## config.mk

```make
export PLATFORM = sky130hd
export DESIGN_NAME = muldiv_ctrl_flat
export DESIGN_NICKNAME = d
export VERILOG_FILES = /design/src/rtl/muldiv_ctrl_if.sv /design/src/rtl/muldiv_ctrl.sv /design/src/flat_wrapper.sv
export SDC_FILE = /design/constraint.sdc
export NUM_CORES = 1
export LEC_CHECK = 0
export CAP_MARGIN = 10
export CORE_MARGIN = 4
export CORE_UTILIZATION = 31
export CTS_BUF_LIST = sky130_fd_sc_hd__clkbuf_4 sky130_fd_sc_hd__clkbuf_8 sky130_fd_sc_hd__clkbuf_16
export DETAILED_ROUTE_END_ITERATION = 6
export RECOVER_POWER = 50
export SYNTH_ARGS = -nofsm -noshare
export SYNTH_HDL_FRONTEND = slang
export SYNTH_SLANG_ARGS = --single-unit
```

## constraint.sdc

```tcl
create_clock -name clk -period 1.96 [get_ports clk]
set_clock_uncertainty 0.1 [all_clocks]
set_input_delay 0.294 -clock clk [delete_from_list [all_inputs] [get_ports clk]]
set_output_delay 0.294 -clock clk [all_outputs]
set_load 0.05 [all_outputs]
```

## src/rtl/muldiv_ctrl_if.sv

```systemverilog
// Handshake between the main control FSM and the multiply/divide sequencer,
// plus the strobes the sequencer drives into the iterative unit.
interface muldiv_ctrl_if #(
    parameter int CNT_W = 6
);
    // request side, driven by the main control FSM
    logic             start;
    logic             op;
    logic             divisor_zero;

    // status back to the main control FSM
    logic             busy;
    logic             done;
    logic             div_zero_exc;

    // strobes into the iterative multiply/divide datapath
    logic             md_op;
    logic             md_load;
    logic             md_step;
    logic             md_fix_sign;
    logic             hi_write;
    logic             lo_write;
    logic [CNT_W-1:0] step_count;

    modport master (
        output start,
        output op,
        output divisor_zero,
        input  busy,
        input  done,
        input  div_zero_exc,
        input  md_op,
        input  md_load,
        input  md_step,
        input  md_fix_sign,
        input  hi_write,
        input  lo_write,
        input  step_count
    );

    modport slave (
        input  start,
        input  op,
        input  divisor_zero,
        output busy,
        output done,
        output div_zero_exc,
        output md_op,
        output md_load,
        output md_step,
        output md_fix_sign,
        output hi_write,
        output lo_write,
        output step_count
    );
endinterface

```

## src/rtl/muldiv_ctrl.sv

```systemverilog
// Multicycle sequencer for the shared iterative multiply/divide unit.
//
// state | meaning
// ------+---------------------------------------------------------------
// IDLE  | waiting for start from main control; all strobes low
// LOAD  | load operands into the unit, clear partial results
// RUN   | one iteration per cycle, STEPS cycles, step_count = iteration
// FIX   | divide only: final sign correction of quotient/remainder
// WRITE | commit HI and LO
// DONE  | one-cycle completion pulse to main control
// EXC   | divide by zero: exception pulse, unit is never started
//
// Outputs are Moore-decoded from the state register and the iteration
// counter, so nothing on the request side reaches an output in the same
// cycle.
module muldiv_ctrl #(
    parameter int STEPS = 32,
    parameter int CNT_W = 6
) (
    input  logic          clk,
    input  logic          reset,
    muldiv_ctrl_if.slave  mif
);

    typedef enum logic [2:0] {
        S_IDLE  = 3'd0,
        S_LOAD  = 3'd1,
        S_RUN   = 3'd2,
        S_FIX   = 3'd3,
        S_WRITE = 3'd4,
        S_DONE  = 3'd5,
        S_EXC   = 3'd6
    } state_t;

    localparam logic [CNT_W-1:0] LAST_STEP = CNT_W'(STEPS - 1);
    localparam logic [CNT_W-1:0] CNT_ONE   = CNT_W'(1);

    state_t           state;
    state_t           state_nxt;
    logic [CNT_W-1:0] count;
    logic             md_op_q;
    logic             accept_start;
    logic             div_by_zero;
    logic             last_step;

    // Decode of the request as seen in IDLE; op/divisor_zero are ignored
    // everywhere else.
    assign div_by_zero  = mif.op & mif.divisor_zero;
    assign accept_start = (state == S_IDLE) & mif.start;
    assign last_step    = (count == LAST_STEP);

    // State register with synchronous active-low reset; a reset mid-RUN
    // simply drops the operation, HI/LO are never written.
    always_ff @(posedge clk) begin
        if (!reset) begin
            state <= S_IDLE;
        end else begin
            state <= state_nxt;
        end
    end

    // Iteration counter: counts up only inside RUN and is zero everywhere
    // else, so leaving RUN (normally or otherwise) always clears it.
    always_ff @(posedge clk) begin
        if (!reset) begin
            count <= '0;
        end else if ((state == S_RUN) && !last_step) begin
            count <= count + CNT_ONE;
        end else begin
            count <= '0;
        end
    end

    // Operation latch: captured only when a real operation is launched, so
    // the unit sees a stable op for the whole sequence. A divide-by-zero
    // request never starts the unit and leaves the previous value alone.
    always_ff @(posedge clk) begin
        if (!reset) begin
            md_op_q <= 1'b0;
        end else if (accept_start && !div_by_zero) begin
            md_op_q <= mif.op;
        end
    end

    // Next-state decode.
    always_comb begin
        state_nxt = S_IDLE;
        case (state)
            S_IDLE: begin
                if (accept_start) begin
                    state_nxt = div_by_zero ? S_EXC : S_LOAD;
                end else begin
                    state_nxt = S_IDLE;
                end
            end
            S_LOAD:  state_nxt = S_RUN;
            S_RUN: begin
                if (last_step) begin
                    state_nxt = md_op_q ? S_FIX : S_WRITE;
                end else begin
                    state_nxt = S_RUN;
                end
            end
            S_FIX:   state_nxt = S_WRITE;
            S_WRITE: state_nxt = S_DONE;
            S_DONE:  state_nxt = S_IDLE;
            S_EXC:   state_nxt = S_IDLE;
            default: state_nxt = S_IDLE;
        endcase
    end

    // Moore output decode from state and counter.
    always_comb begin
        mif.busy         = 1'b0;
        mif.done         = 1'b0;
        mif.div_zero_exc = 1'b0;
        mif.md_op        = md_op_q;
        mif.md_load      = 1'b0;
        mif.md_step      = 1'b0;
        mif.md_fix_sign  = 1'b0;
        mif.hi_write     = 1'b0;
        mif.lo_write     = 1'b0;
        mif.step_count   = '0;
        case (state)
            S_IDLE: begin
                mif.busy = 1'b0;
            end
            S_LOAD: begin
                mif.busy    = 1'b1;
                mif.md_load = 1'b1;
            end
            S_RUN: begin
                mif.busy       = 1'b1;
                mif.md_step    = 1'b1;
                mif.step_count = count;
            end
            S_FIX: begin
                mif.busy        = 1'b1;
                mif.md_fix_sign = 1'b1;
            end
            S_WRITE: begin
                mif.busy     = 1'b1;
                mif.hi_write = 1'b1;
                mif.lo_write = 1'b1;
            end
            S_DONE: begin
                mif.busy = 1'b1;
                mif.done = 1'b1;
            end
            S_EXC: begin
                mif.busy         = 1'b1;
                mif.div_zero_exc = 1'b1;
            end
            default: begin
                // unused encoding: everything quiet, including md_op
                mif.md_op = 1'b0;
            end
        endcase
    end

endmodule

```

## src/flat_wrapper.sv

```systemverilog
// flat-port wrapper written by rule: the top's interface ports become plain ports
module muldiv_ctrl_flat 
#(
    parameter int STEPS = 32,
    parameter int CNT_W = 6
)
  (clk, reset, mif_start, mif_op, mif_divisor_zero, mif_busy, mif_done, mif_div_zero_exc, mif_md_op, mif_md_load, mif_md_step, mif_md_fix_sign, mif_hi_write, mif_lo_write, mif_step_count);
  muldiv_ctrl_if #(.CNT_W(CNT_W)) mif_i ();
  input  logic clk;
  input  logic reset;
  input wire logic [$bits(mif_i.start)-1:0] mif_start;
  input wire logic [$bits(mif_i.op)-1:0] mif_op;
  input wire logic [$bits(mif_i.divisor_zero)-1:0] mif_divisor_zero;
  output wire logic [$bits(mif_i.busy)-1:0] mif_busy;
  output wire logic [$bits(mif_i.done)-1:0] mif_done;
  output wire logic [$bits(mif_i.div_zero_exc)-1:0] mif_div_zero_exc;
  output wire logic [$bits(mif_i.md_op)-1:0] mif_md_op;
  output wire logic [$bits(mif_i.md_load)-1:0] mif_md_load;
  output wire logic [$bits(mif_i.md_step)-1:0] mif_md_step;
  output wire logic [$bits(mif_i.md_fix_sign)-1:0] mif_md_fix_sign;
  output wire logic [$bits(mif_i.hi_write)-1:0] mif_hi_write;
  output wire logic [$bits(mif_i.lo_write)-1:0] mif_lo_write;
  output wire logic [$bits(mif_i.step_count)-1:0] mif_step_count;
  assign mif_i.start = mif_start;
  assign mif_i.op = mif_op;
  assign mif_i.divisor_zero = mif_divisor_zero;
  assign mif_busy = mif_i.busy;
  assign mif_done = mif_i.done;
  assign mif_div_zero_exc = mif_i.div_zero_exc;
  assign mif_md_op = mif_i.md_op;
  assign mif_md_load = mif_i.md_load;
  assign mif_md_step = mif_i.md_step;
  assign mif_md_fix_sign = mif_i.md_fix_sign;
  assign mif_hi_write = mif_i.hi_write;
  assign mif_lo_write = mif_i.lo_write;
  assign mif_step_count = mif_i.step_count;
  muldiv_ctrl #(.STEPS(STEPS), .CNT_W(CNT_W)) u_core (.clk(clk), .reset(reset), .mif(mif_i));
endmodule
```

==> results.md <==
* Critical Path Sink Type: output port
* Worst min-delay path class: reg2reg
* Reg2reg path depth at 3
* Status: complete, no violations
* Clock root buffer: clkbuf_4
* Post-CTS Setup Bufs at 0
* Syn Nets at 78
* Synthesized area at 593 sq um
* Post-Synthesis Cells at 72
* Post-place instance area at 952 sq um
* Vias/cell at 4.97
* M1 GR Usage at 14.7%
* Number of synthesized flops with an enable pin at 0
* H-tree depth at 1
* GRT overflow at 0
* Psw at 0.198 mW
* Initial antenna violation count at 0
* Starting Density at 33.6%
* First-pass GRT wire length at 2550 microns
* Leakage power at 0.381 nW
* Fin area at 958 sq um
* Die ar. at 0.00268 sq mm
* Largest cells by area after synthesis: dfxtp_1 34%, and2_1 6.3%, nor2_1 4.4%, nor3_1 4.2%, nand2_1 3.2%
* Critical Path AT at 1460 ps
* Sequential share of the synthesized area at 33.8%
* Worst-path clk slew at 70 ps
* Row cnt at 15
* Dpl ws at 202 ps
* Internal Power at 0.414 mW
* Hold_buf cts at 0
* CTS Sinks at 10
* HPWL after DPL at 1110 microns
* Worst-margin pin slew at 409 ps
* Routed wire per std cell at 12.4 microns
* Met3 Use GR at 4.58%
* Synth area leader: dfxtp_1
* Largest net degree at the start of global routing at 14
* Max-slew violations at 0
* Achievable Freq at 540 MHz
* Synth Register Bits at 10
* Top Ports at 20
* GPL Wtd Cong at 0.753
* Core ar. at 0.00176 sq mm
* PD cells at 638 mW/mm^2
* CTS tree: done
* Clock power frac at 30.3%
* Clock tree buffer depth at 2
* Max transition margin at 72.7%
* Period minus WS final at 1850 ps
* Power share of the combinational group at 32.2%
* Final Hold Viols at 0
* Gr usage total at 12.6%
* Area Overhead vs Synth at 61.6%
* Yosys warns at 0
* Met2 usage at 20.8%
* Busiest grt layer: met2
* Net Sw Frac at 32.3%
* IO buf count at 19
* Fill count at 160
* Worst-Skew Late Latency at 260 ps
* Max-capacitance violation count at 0
* Reg power frac at 37.5%
* N_diodes at 0
* Final period util at 94.4%
* Worst setup margin at 109 ps
* Setup TNS Final at 0 ps
* Crit Path Max Fanout at 13
* Nets at 99
* Crit start category: flip-flop
* RSZ-0062 raised after global routing: no
* Req. time, crit path at 1570 ps
* Pre-antenna DRT Iters at 4
* Crit Path Category: reg2out
* Final WL at 1450 microns
* Primary FF master, synth: dfxtp_1
* Mapped Avg Cell Area at 8.24 sq um
* Share of cells above drive strength 1 at 29.3%
* Max VDD drop at 0.400 mV
* Synth top area share at 33.8%
* CTS buffer count at 3
* Routed Antenna Nets at 0
* Vias in the first global route at 582
* Final setup viols at 0
* CTS-repair resized insts at 0
* Die Y-Extent at 51.7 microns
* Async S/R FF share, synth at 0%
* DR iter-0 viols at 10
* Die Width at 51.7 microns
* DRC violations left at 0
* Synth cell types at 34
* Vias at 581
* Worst hold path depth at 1
-- worst max-delay path: stages (launching register included) --
cell,delay [ps]
dfxtp_1,570
nor3b_2,80
buf_4,180
and2_2,210
buf_12,150
-- cell usage in the layout, fill, tap and decap left out, drive strengths merged, types with 3 or more instances in the layout --
master         Yosys  layout
clkbuf             1       6
nor3               5       5
nand3              3       3
and2               7       7
nor2               7       7
clkdlybuf4s50      0       4
dfxtp             10      10
buf                4      15
nor3b              3       3
a21oi              3       3
nand2              5       5
o21ai              3       3
-- registers in the layout, summed over array words and instances, names as in the netlist --
name            count
u_core.state        3
u_core.md_op_q      1
u_core.count        6
-- through the flow --
stage               std cells  hold slack (ps)  power (mW)  utilization, %
global placement          113              411       0.440            54.0
detailed placement        113              402       0.444            54.0
CTS                       117              413       0.630            56.0
finish                    117              410       0.612            54.3
global route              117              448       0.641            54.3
floorplan                  72              325       0.348               -
-- cell usage after synthesis, drive strengths merged, types with 3 or more instances --
library cell and instances:
a21oi 3, and2 7, buf 4, dfxtp 10
nand2 5, nand3 3, nor2 7, nor3 5
nor3b 3, o21ai 3
-- power by group through the flow --
stage / registers [mW] / logic (mW) / clock network (mW)
after floorplan: 0.224 / 0.123 / 0
after global placement: 0.234 / 0.206 / 0
after detailed placement: 0.235 / 0.209 / 0
after CTS: 0.230 / 0.210 / 0.191
after global routing: 0.232 / 0.210 / 0.199
final: 0.230 / 0.197 / 0.185
-- worst paths after layout --
path	start	endpoint	slack, ps
setup / recovery	u_core.state[2]	mif_step_count[2]	110
hold / removal	u_core.count[0]	u_core.count[0]	410
setup reg to reg	u_core.state[1]	u_core.md_op_q	470
hold reg to reg	u_core.count[0]	u_core.count[0]	410
-- kinds of logic (layout without fill, tap and decap cells) --
| family | count (synthesis) | count (layout) | share of synthesized area, % |
|---|---|---|---|
| DFF | 10 | 10 | 33.8 |
| buffers and inverters | 6 | 26 | 6.12 |
| xor gates and xnor gates | 3 | 3 | 4.43 |
| adders and majority gates | 1 | 1 | 2.11 |
| AOI/OAI and AO/OA | 12 | 12 | 13.5 |
| and+or+nand+nor | 40 | 40 | 40.1 |
-- layout make-up --
type | count | area [sq um] | area share, %
Clock buffer | 4 | 36.3 | 3.79
Sequential cell | 10 | 200 | 20.9
Inverter | 1 | 3.75 | 0.392
Multi-Input combinational cell | 56 | 362 | 37.7
Tap cell | 25 | 31.3 | 3.26
Timing Repair Buffer | 21 | 325 | 33.9
-- metal layers --
metal,wire [microns],vias to the layer above
li1,-,298
met1,673,263
met2,652,18
met3,109,2
met4,10,0
met5,0,-
(Power assumes the default switching activity.)
